File: src/rtl/mips_writeback_queue.sv
// mips_writeback_queue: in-order writeback buffer feeding two reg-file write ports.
// Optional `define WB_BYPASS_EN adds per-query forwarding outputs (bypass_valid/data).
module mips_writeback_queue #(
    parameter int DEPTH  = 4,
    parameter int DATA_W = 32,
    parameter int ADDR_W = 5
) (
    input  logic                         clk,
    input  logic                         rst_n,
    input  logic                         in_valid,
    output logic                         in_ready,
    input  logic                         in_en_a,
    input  logic                         in_en_b,
    input  logic [ADDR_W-1:0]            in_reg_a,
    input  logic [ADDR_W-1:0]            in_reg_b,
    input  logic [DATA_W-1:0]            in_data_a,
    input  logic [DATA_W-1:0]            in_data_b,
    input  logic                         wb_stall,
    output logic [ADDR_W-1:0]            write_reg,
    output logic [DATA_W-1:0]            write_data,
    output logic                         signal_reg_write,
    output logic [ADDR_W-1:0]            write_reg2,
    output logic [DATA_W-1:0]            write_data2,
    output logic                         signal_reg_write2,
    output logic [$clog2(DEPTH+1)-1:0]   count,
    input  logic [ADDR_W-1:0]            busy_query_1,
    input  logic [ADDR_W-1:0]            busy_query_2,
    output logic                         busy_1,
    output logic                         busy_2
`ifdef WB_BYPASS_EN
    ,
    output logic                         bypass_valid_1,
    output logic                         bypass_valid_2,
    output logic [DATA_W-1:0]            bypass_data_1,
    output logic [DATA_W-1:0]            bypass_data_2
`endif
);

    localparam int PTR_W = $clog2(DEPTH);
    localparam int CNT_W = $clog2(DEPTH + 1);

    typedef struct packed {
        logic              en_a;
        logic              en_b;
        logic [ADDR_W-1:0] reg_a;
        logic [ADDR_W-1:0] reg_b;
        logic [DATA_W-1:0] data_a;
        logic [DATA_W-1:0] data_b;
    } entry_t;

    entry_t             mem_q [DEPTH];
    logic [DEPTH-1:0]   valid_q;
    logic [PTR_W-1:0]   wr_ptr_q, rd_ptr_q;
    logic [CNT_W-1:0]   count_q, count_d;
    entry_t             out_q;

    entry_t             in_entry;
    logic               push, store, pop;

    // Filter the incoming packet: r0 is never written, and B wins a same-register pair
    always_comb begin
        in_entry        = '0;
        in_entry.reg_a  = in_reg_a;
        in_entry.reg_b  = in_reg_b;
        in_entry.data_a = in_data_a;
        in_entry.data_b = in_data_b;
        in_entry.en_b   = in_en_b && (in_reg_b != '0);
        in_entry.en_a   = in_en_a && (in_reg_a != '0) &&
                          !(in_entry.en_b && (in_reg_a == in_reg_b));
    end

    assign in_ready = (count_q != CNT_W'(DEPTH));
    assign push     = in_valid && in_ready;
    assign store    = push && (in_entry.en_a || in_entry.en_b);
    assign pop      = (count_q != '0) && !wb_stall;
    assign count_d  = count_q + CNT_W'(store) - CNT_W'(pop);

    // Payload storage; validity is tracked separately so no reset is needed here
    always_ff @(posedge clk) begin
        if (store)
            mem_q[wr_ptr_q] <= in_entry;
    end

    // Pointers, occupancy and the registered write-port stage
    always_ff @(posedge clk or negedge rst_n) begin
        if (!rst_n) begin
            wr_ptr_q <= '0;
            rd_ptr_q <= '0;
            count_q  <= '0;
            valid_q  <= '0;
            out_q    <= '0;
        end else begin
            count_q <= count_d;
            if (store) begin
                valid_q[wr_ptr_q] <= 1'b1;
                wr_ptr_q          <= wr_ptr_q + PTR_W'(1);
            end
            if (pop) begin
                valid_q[rd_ptr_q] <= 1'b0;
                rd_ptr_q          <= rd_ptr_q + PTR_W'(1);
                out_q             <= mem_q[rd_ptr_q];
            end else begin
                out_q.en_a <= 1'b0;
                out_q.en_b <= 1'b0;
            end
        end
    end

    assign count             = count_q;
    assign write_reg         = out_q.reg_a;
    assign write_data        = out_q.data_a;
    assign signal_reg_write  = out_q.en_a;
    assign write_reg2        = out_q.reg_b;
    assign write_data2       = out_q.data_b;
    assign signal_reg_write2 = out_q.en_b;

    function automatic logic hit(input entry_t e, input logic [ADDR_W-1:0] q);
        return (e.en_a && (e.reg_a == q)) || (e.en_b && (e.reg_b == q));
    endfunction

    // Interlock: any pending write (queued or on the ports now) to a queried register
    always_comb begin
        busy_1 = hit(out_q, busy_query_1);
        busy_2 = hit(out_q, busy_query_2);
        for (int i = 0; i < DEPTH; i++) begin
            if (valid_q[i] && hit(mem_q[i], busy_query_1)) busy_1 = 1'b1;
            if (valid_q[i] && hit(mem_q[i], busy_query_2)) busy_2 = 1'b1;
        end
        if (busy_query_1 == '0) busy_1 = 1'b0;
        if (busy_query_2 == '0) busy_2 = 1'b0;
    end

`ifdef WB_BYPASS_EN
    logic [PTR_W-1:0] idx;

    // Forward the youngest value: walk oldest to youngest so later matches win
    always_comb begin
        idx           = '0;
        bypass_data_1 = '0;
        bypass_data_2 = '0;
        if (out_q.en_a && out_q.reg_a == busy_query_1) bypass_data_1 = out_q.data_a;
        if (out_q.en_b && out_q.reg_b == busy_query_1) bypass_data_1 = out_q.data_b;
        if (out_q.en_a && out_q.reg_a == busy_query_2) bypass_data_2 = out_q.data_a;
        if (out_q.en_b && out_q.reg_b == busy_query_2) bypass_data_2 = out_q.data_b;
        for (int k = 0; k < DEPTH; k++) begin
            idx = rd_ptr_q + PTR_W'(k);
            if (valid_q[idx]) begin
                if (mem_q[idx].en_a && mem_q[idx].reg_a == busy_query_1)
                    bypass_data_1 = mem_q[idx].data_a;
                if (mem_q[idx].en_b && mem_q[idx].reg_b == busy_query_1)
                    bypass_data_1 = mem_q[idx].data_b;
                if (mem_q[idx].en_a && mem_q[idx].reg_a == busy_query_2)
                    bypass_data_2 = mem_q[idx].data_a;
                if (mem_q[idx].en_b && mem_q[idx].reg_b == busy_query_2)
                    bypass_data_2 = mem_q[idx].data_b;
            end
        end
        bypass_valid_1 = busy_1;
        bypass_valid_2 = busy_2;
    end
`endif

endmodule

File: config.mk
export PLATFORM = sky130hd
export DESIGN_NAME = mips_writeback_queue
export DESIGN_NICKNAME = d
export VERILOG_FILES = /design/src/rtl/mips_writeback_queue.sv
export SDC_FILE = /design/constraint.sdc
export NUM_CORES = 1
export LEC_CHECK = 0
export ABC_AREA = 1
export ABC_CLOCK_PERIOD_IN_PS = 6560
export CAP_MARGIN = 20
export CORE_MARGIN = 8
export CORE_UTILIZATION = 63
export CTS_BUF_LIST = sky130_fd_sc_hd__clkbuf_2 sky130_fd_sc_hd__clkbuf_4 sky130_fd_sc_hd__clkbuf_8
export CTS_CLUSTER_SIZE = 12
export DETAILED_ROUTE_END_ITERATION = 16
export PLACE_DENSITY_LB_ADDON = 0.05
export SLEW_MARGIN = 20
export SYNTH_ARGS = -nofsm -noshare
export SYNTH_HDL_FRONTEND = slang
export SYNTH_SLANG_ARGS = --single-unit
File: constraint.sdc
create_clock -name clk -period 6.56 [get_ports clk]
set_clock_uncertainty 0.05 [all_clocks]
set_input_delay 0.656 -clock clk [delete_from_list [all_inputs] [get_ports clk]]
set_output_delay 0.656 -clock clk [all_outputs]
set_load 0.1 [all_outputs]
# Word level (Yosys, flattened, before mapping)
# Memories as Yosys holds them, arrays and structs flattened.
# Cells that the tools add are included.
# W data, S select, Z words.
[word_totals]
mem_count = 1
ff_bits = 87
out_inout_bits = 82
ramBits = 304
[classes]
eq_ne = 22
n_reduce_logical = 55
n_bitwise = 3
n_addsub = 4
mux = 19
n_lt_le_gt_ge = 4
[mem_list]
columns = ["name", "depth", "word_bits", "rd", "rd_ports_with_merged_regs", "write_ports", "line_no", "source"]
rows = [
  ["mem_q", 4, 76, 5, 0, 1, "51", "entry_t mem_q [DEPTH];"],
]
[op_table]
columns = ["op", "n"]
rows = [
  ["$eq A5 B5 Y1", 21],
  ["$logic_and A1 B1 Y1", 37],
  ["$mux W1", 14],
  ["$logic_or A1 B1 Y1", 11],
  ["$logic_not A5 Y1", 2],
  ["$reduce_bool A5 Y1", 2],
  ["$mux W4", 2],
  ["$lt A2 B3 Y1 const B", 2],
  ["$add A2 B1 Y2 const B", 2],
  ["$and A4 B4 Y4", 1],
  ["$demux W1 S2", 2],
  ["$ge A2 B1 Y1 const B", 2],
  ["$not A4 Y4", 1],
  ["$or A4 B4 Y4", 1],
  ["$add A3 B1 Y3", 1],
  ["$ne A3 B3 Y1 const B", 1],
  ["$reduce_bool A3 Y1", 1],
  ["$sub A3 B1 Y3", 1],
  ["$logic_not A1 Y1", 2],
  ["$mux W2", 1],
]

# Longest topological paths before layout
[logic_depth]
word_depth = 10
depth_mapped = 12
depth_no_buf = 12

# Worst setup path before layout
# OpenSTA, ideal clock, no wires.
[synth_path]
kind = "reg2reg"
startpoint = "reg count_q[1] (netlist: count[1])"
endpoint = "mem mem_q[0][0] in the netlist's numbering (enable)"
path_stages_with_launch = 5
path_slack_ps = 542
setup_time_ps = 513
n_path_buf = 0
arrival_ps = 5455
cell_sequence = "dfrtp_1 > inv_1 > nand3_1 > nand3_2 > nor2_1"
[synth_via]
elab_chain_cells = 5
[synth_rtl]
columns = ["item", "line_no", "source"]
rows = [
  ["from (decl)", "54", "logic [CNT_W-1:0] count_q, count_d;"],
  ["from (signal assigned)", "93", "count_q <= count_d;"],
  ["$ne A3 B3 Y1", "72", "assign in_ready = (count_q != CNT_W'(DEPTH));"],
  ["via in_ready", "11", "output logic in_ready,"],
  ["$logic_and A1 B1 Y1", "73", "assign push = in_valid && in_ready;"],
  ["$logic_and A1 B1 Y1", "74", "assign store = push && (in_entry.en_a || in_entry.en_b);"],
  ["$mux W1", "80", "if (store)"],
  ["$mux W1 (implied by the code)", "81", "mem_q[wr_ptr_q] <= in_entry;"],
  ["to (decl)", "51", ""],
]
# The timed path passes the listed nets, and every way through them passes these cells.

# Final worst setup path
[layout_path]
startpoint = "in busy_query_2[1]"
endpoint = "out busy_2"
[layout_via]
elab_chain_cells = 9
elab_cells_between_ends = 35
classes_between = "10 x eq/ne; 5 x mux; 20 x reduce/logical"
[layout_rtl]
columns = ["item", "line_no", "source"]
rows = [
  ["from (decl)", "27", "input logic [ADDR_W-1:0] busy_query_2,"],
  ["$eq A5 B5 Y1", "118", "return (e.en_a && (e.reg_a == q)) || (e.en_b && (e.reg_b == q));"],
  ["$logic_and A1 B1 Y1", "118", ""],
  ["$logic_or A1 B1 Y1", "118", ""],
  ["$logic_and A1 B1 Y1", "127", "if (valid_q[i] && hit(mem_q[i], busy_query_2)) busy_2 = 1'b1;"],
  ["$mux W1 (4 in series)", "127", ""],
  ["$mux W1 (*)", "130", "if (busy_query_2 == '0) busy_2 = 1'b0;"],
  ["to (decl)", "29", "output logic busy_2"],
]
# Mark *: on every way between the ends. The rest lies on a longest branch, timed or not.

==> metrics.csv <==
metric,value,unit
Hold WC Path Type,input port to async pin,
PD cells,514,nW/um^2
crit-path max FO,15,
via count,12100,
max incr delay on CP,1.15,ns
total power draw,10.0,mW
crit path buf inv count,3,
max FFs per register,304,
Yosys cell types,25,
Least-Margin Pin Slew,1.13,ns
Post-CTS Setup Bufs,0,
sw frac,46.7,%
CP max stage cell,clkdlybuf4s50_1,
Final setup violation count,0,
post-synthesis sequential area ratio,68.8,%
vias per inst,5.79,
initial drt markers,1034,
final setup TNS,0,ns
Post-Route Utilization,75.4,%
placed inst area,18300,sq um
DRC viols,0,
vias in the first global route,12200,
Final Cycle Share,68.4,%
CTS tree,done,
n_diodes,0,
max-slew violation count,0,
final instance count without filler cells,2087,
dpl cells,1979,
CTS root buffer,clkbuf_8,
Syn. warnings,0,
Seq pwr share,37.6,%
DIE AREA,31500,sq um
nets,1806,
Worst R2R Setup Slack,3.48,ns
critical path's top delay family,buffers and inverters,
Post-Syn Nets,1645,
max_cap viols,0,
WS Path Type,input port to output pin,
die width,178,um
WL final,43.6,mm
Largest Register,mem_q,
Filler Cell Count,1686,
layout cells sized above 1,6.91,%
GRT Total Usage,27.5,%
latest clock arrival within the worst-skew pair,0.62,ns
Hold Buf Count CTS,1,
DR WL/cell,20.9,um
H-tree depth,2,
initial antenna violation count,1,
RePlAce Congestion,1.00,
Net Switching,4.68,mW
Ports,172,
Achievable Freq,223,MHz
Final Hold Fails,0,
TritonRoute pass-1 iters,5,
leading area contributor after synthesis,edfxtp_1,
syn_area_per_cell,10.7,sq um
Post-Syn Area,16400,sq um
"Critical Path, Cell by Cell",clkdlybuf4s50_1 > inv_1 > nand2_1 > nand2_1 > nor2_1 > nand3_1 > nand2_1 > nand2_1 > nand3_1 > nor2_1 > nor2_1 > clkdlybuf4s50_1,
first-pass GRT wire length,67.1,mm
relative slew slack,24.8,%
post-DP HPWL,26.6,mm
CORE AREA,25800,sq um
largest cells by area after synthesis,"edfxtp_1 (56%), dfrtp_1 (13%), nor2_1 (9.9%)",
VDD IR max,0.469,mV
Comb pwr share,42.8,%
Post-Synthesis Cells,1544,
row count,59,
pin count of the biggest net entering global routing,97,
Worst EP arrival,3.78,ns
CP Data Required Time,5.85,ns
run status,"complete, no violations",
share of the synthesized area in the top cell type,55.5,%
Clk network pwr share,19.6,%
clk sinks,391,
Int Power,5.34,mW
clk buf depth,3,
PortBufs,171,
Startpoint Class,input port,
chip height,178,um
CP dominant cell by count,nand2_1,
crit end category,output pin,
Starting Density,63.6,%
RSZ-0062 raised after global routing,false,
Yosys reg bits,391,
Leakage Power,7.40,nW
CTS buffer count,58,
Clock transition at path regs,0.06,ns
minimum clock period,4.49,ns
antenna-violating nets left,0,
design area,19500,sq um
area growth from synthesis to final layout,18.5,%
GRT overflow,0,
CTS resizes,0,
[layout by cell type (no fill, tap or decap), drive strengths merged]
master and instances:
xor2 8, clkinv 23, clkdlybuf4s50 170, o211ai 2
edfxtp 304, o21a 4, ha 10, dlygate4sd3 1
a31oi 74, nor2 436, nand3 27, bufinv 1
fa 1, buf 14, nand2 213, inv 72
clkbuf 80, a21oi 24, o21ai 185, dfrtp 87
xnor2 4, nor3 12
[final cells by class]
| class | count | area, sq um | area share [%] |
|---|---|---|---|
| Clock inverter | 27 | 176 | 0.905 |
| Inverter | 69 | 262 | 1.34 |
| Tap cell | 335 | 419 | 2.15 |
| Sequential cell | 391 | 11300 | 58.0 |
| Timing Repair Buffer | 185 | 1840 | 9.45 |
| Clock buffer | 80 | 1000 | 5.14 |
| Multi-Input combinational cell | 1000 | 4480 | 23.0 |
[cell usage after synthesis]
cell and n:
ha_1 10, clkbuf_1 23, nand3_1 26, xor2_1 8
o21a_1 4, nand2_1 213, dfrtp_1 87, buf_4 4
a21oi_1 24, nor3_1 12, o21ai_1 10, inv_1 61
buf_1 2, xnor2_1 4, inv_2 8, a31oi_1 74
o211ai_1 2, nor2_1 435, buf_2 49, edfxtp_1 304
nand3_2 1, fa_1 1, o21ai_0 175, buf_6 6
nor2_2 1
[metal layers]
layer  global-route usage (%)  vias up  share of wire [%]
li1                         -     5589                  -
met1                     34.5     5845                 39
met2                     47.3      564                 50
met3                     4.96       94                7.5
met4                     10.1        2                2.9
met5                        0        -              0.030
[cell families after synthesis]
group	after synthesis	synth area share, %
AND/OR/NAND/NOR	688	16.0
flip-flops	391	68.8
XOR/XNOR	12	0.639
buffers and inverters	153	4.23
adder cells (fa/ha/maj)	11	0.883
AO/OA/AOI/OAI	289	9.45
[per-stage QoR]
| stage | hold WS [ns] | setup slack (ns) |
|---|---|---|
| finish | 0.472 | 2.07 |
| global route | 0.481 | 1.92 |
| CTS | 0.461 | 2.09 |
| detailed placement | 0.494 | 2.10 |
| global placement | 0.483 | 2.10 |
| floorplan | 0.310 | 0.543 |
[final timing paths]
check                                         end             from  cells after the start
worst max-delay path                       busy_2  busy_query_2[1]                     12
worst min-delay path               write_data2[3]            rst_n                      2
worst max register to register  signal_reg_write2      rd_ptr_q[0]                      4
worst min register to register     write_data[20]   write_data[20]                      2
max in group asynchronous             rd_ptr_q[0]            rst_n                      3
min in group clk                   write_data[20]   write_data[20]                      2
[worst reg2reg max path: stages (launching register included)]
cell,delay (ns)
dfrtp_4,0.86
inv_4,0.62
buf_4,0.83
o21ai_0,0.23
a21oi_1,0.35
[power groups by stage]
| stage | clock, mW | sequential [mW] | combinational [mW] |
|---|---|---|---|
| 2_1_floorplan | 0 | 5.31 | 1.54 |
| 3_3_place_gp | 0 | 3.78 | 4.17 |
| 3_5_place_dp | 0 | 3.80 | 4.26 |
| 4_1_cts | 1.98 | 3.76 | 4.29 |
| 5_1_grt | 2.10 | 3.81 | 4.54 |
| 6_report | 1.96 | 3.77 | 4.28 |
No activity file was read; power rests on OpenSTA's default activity.
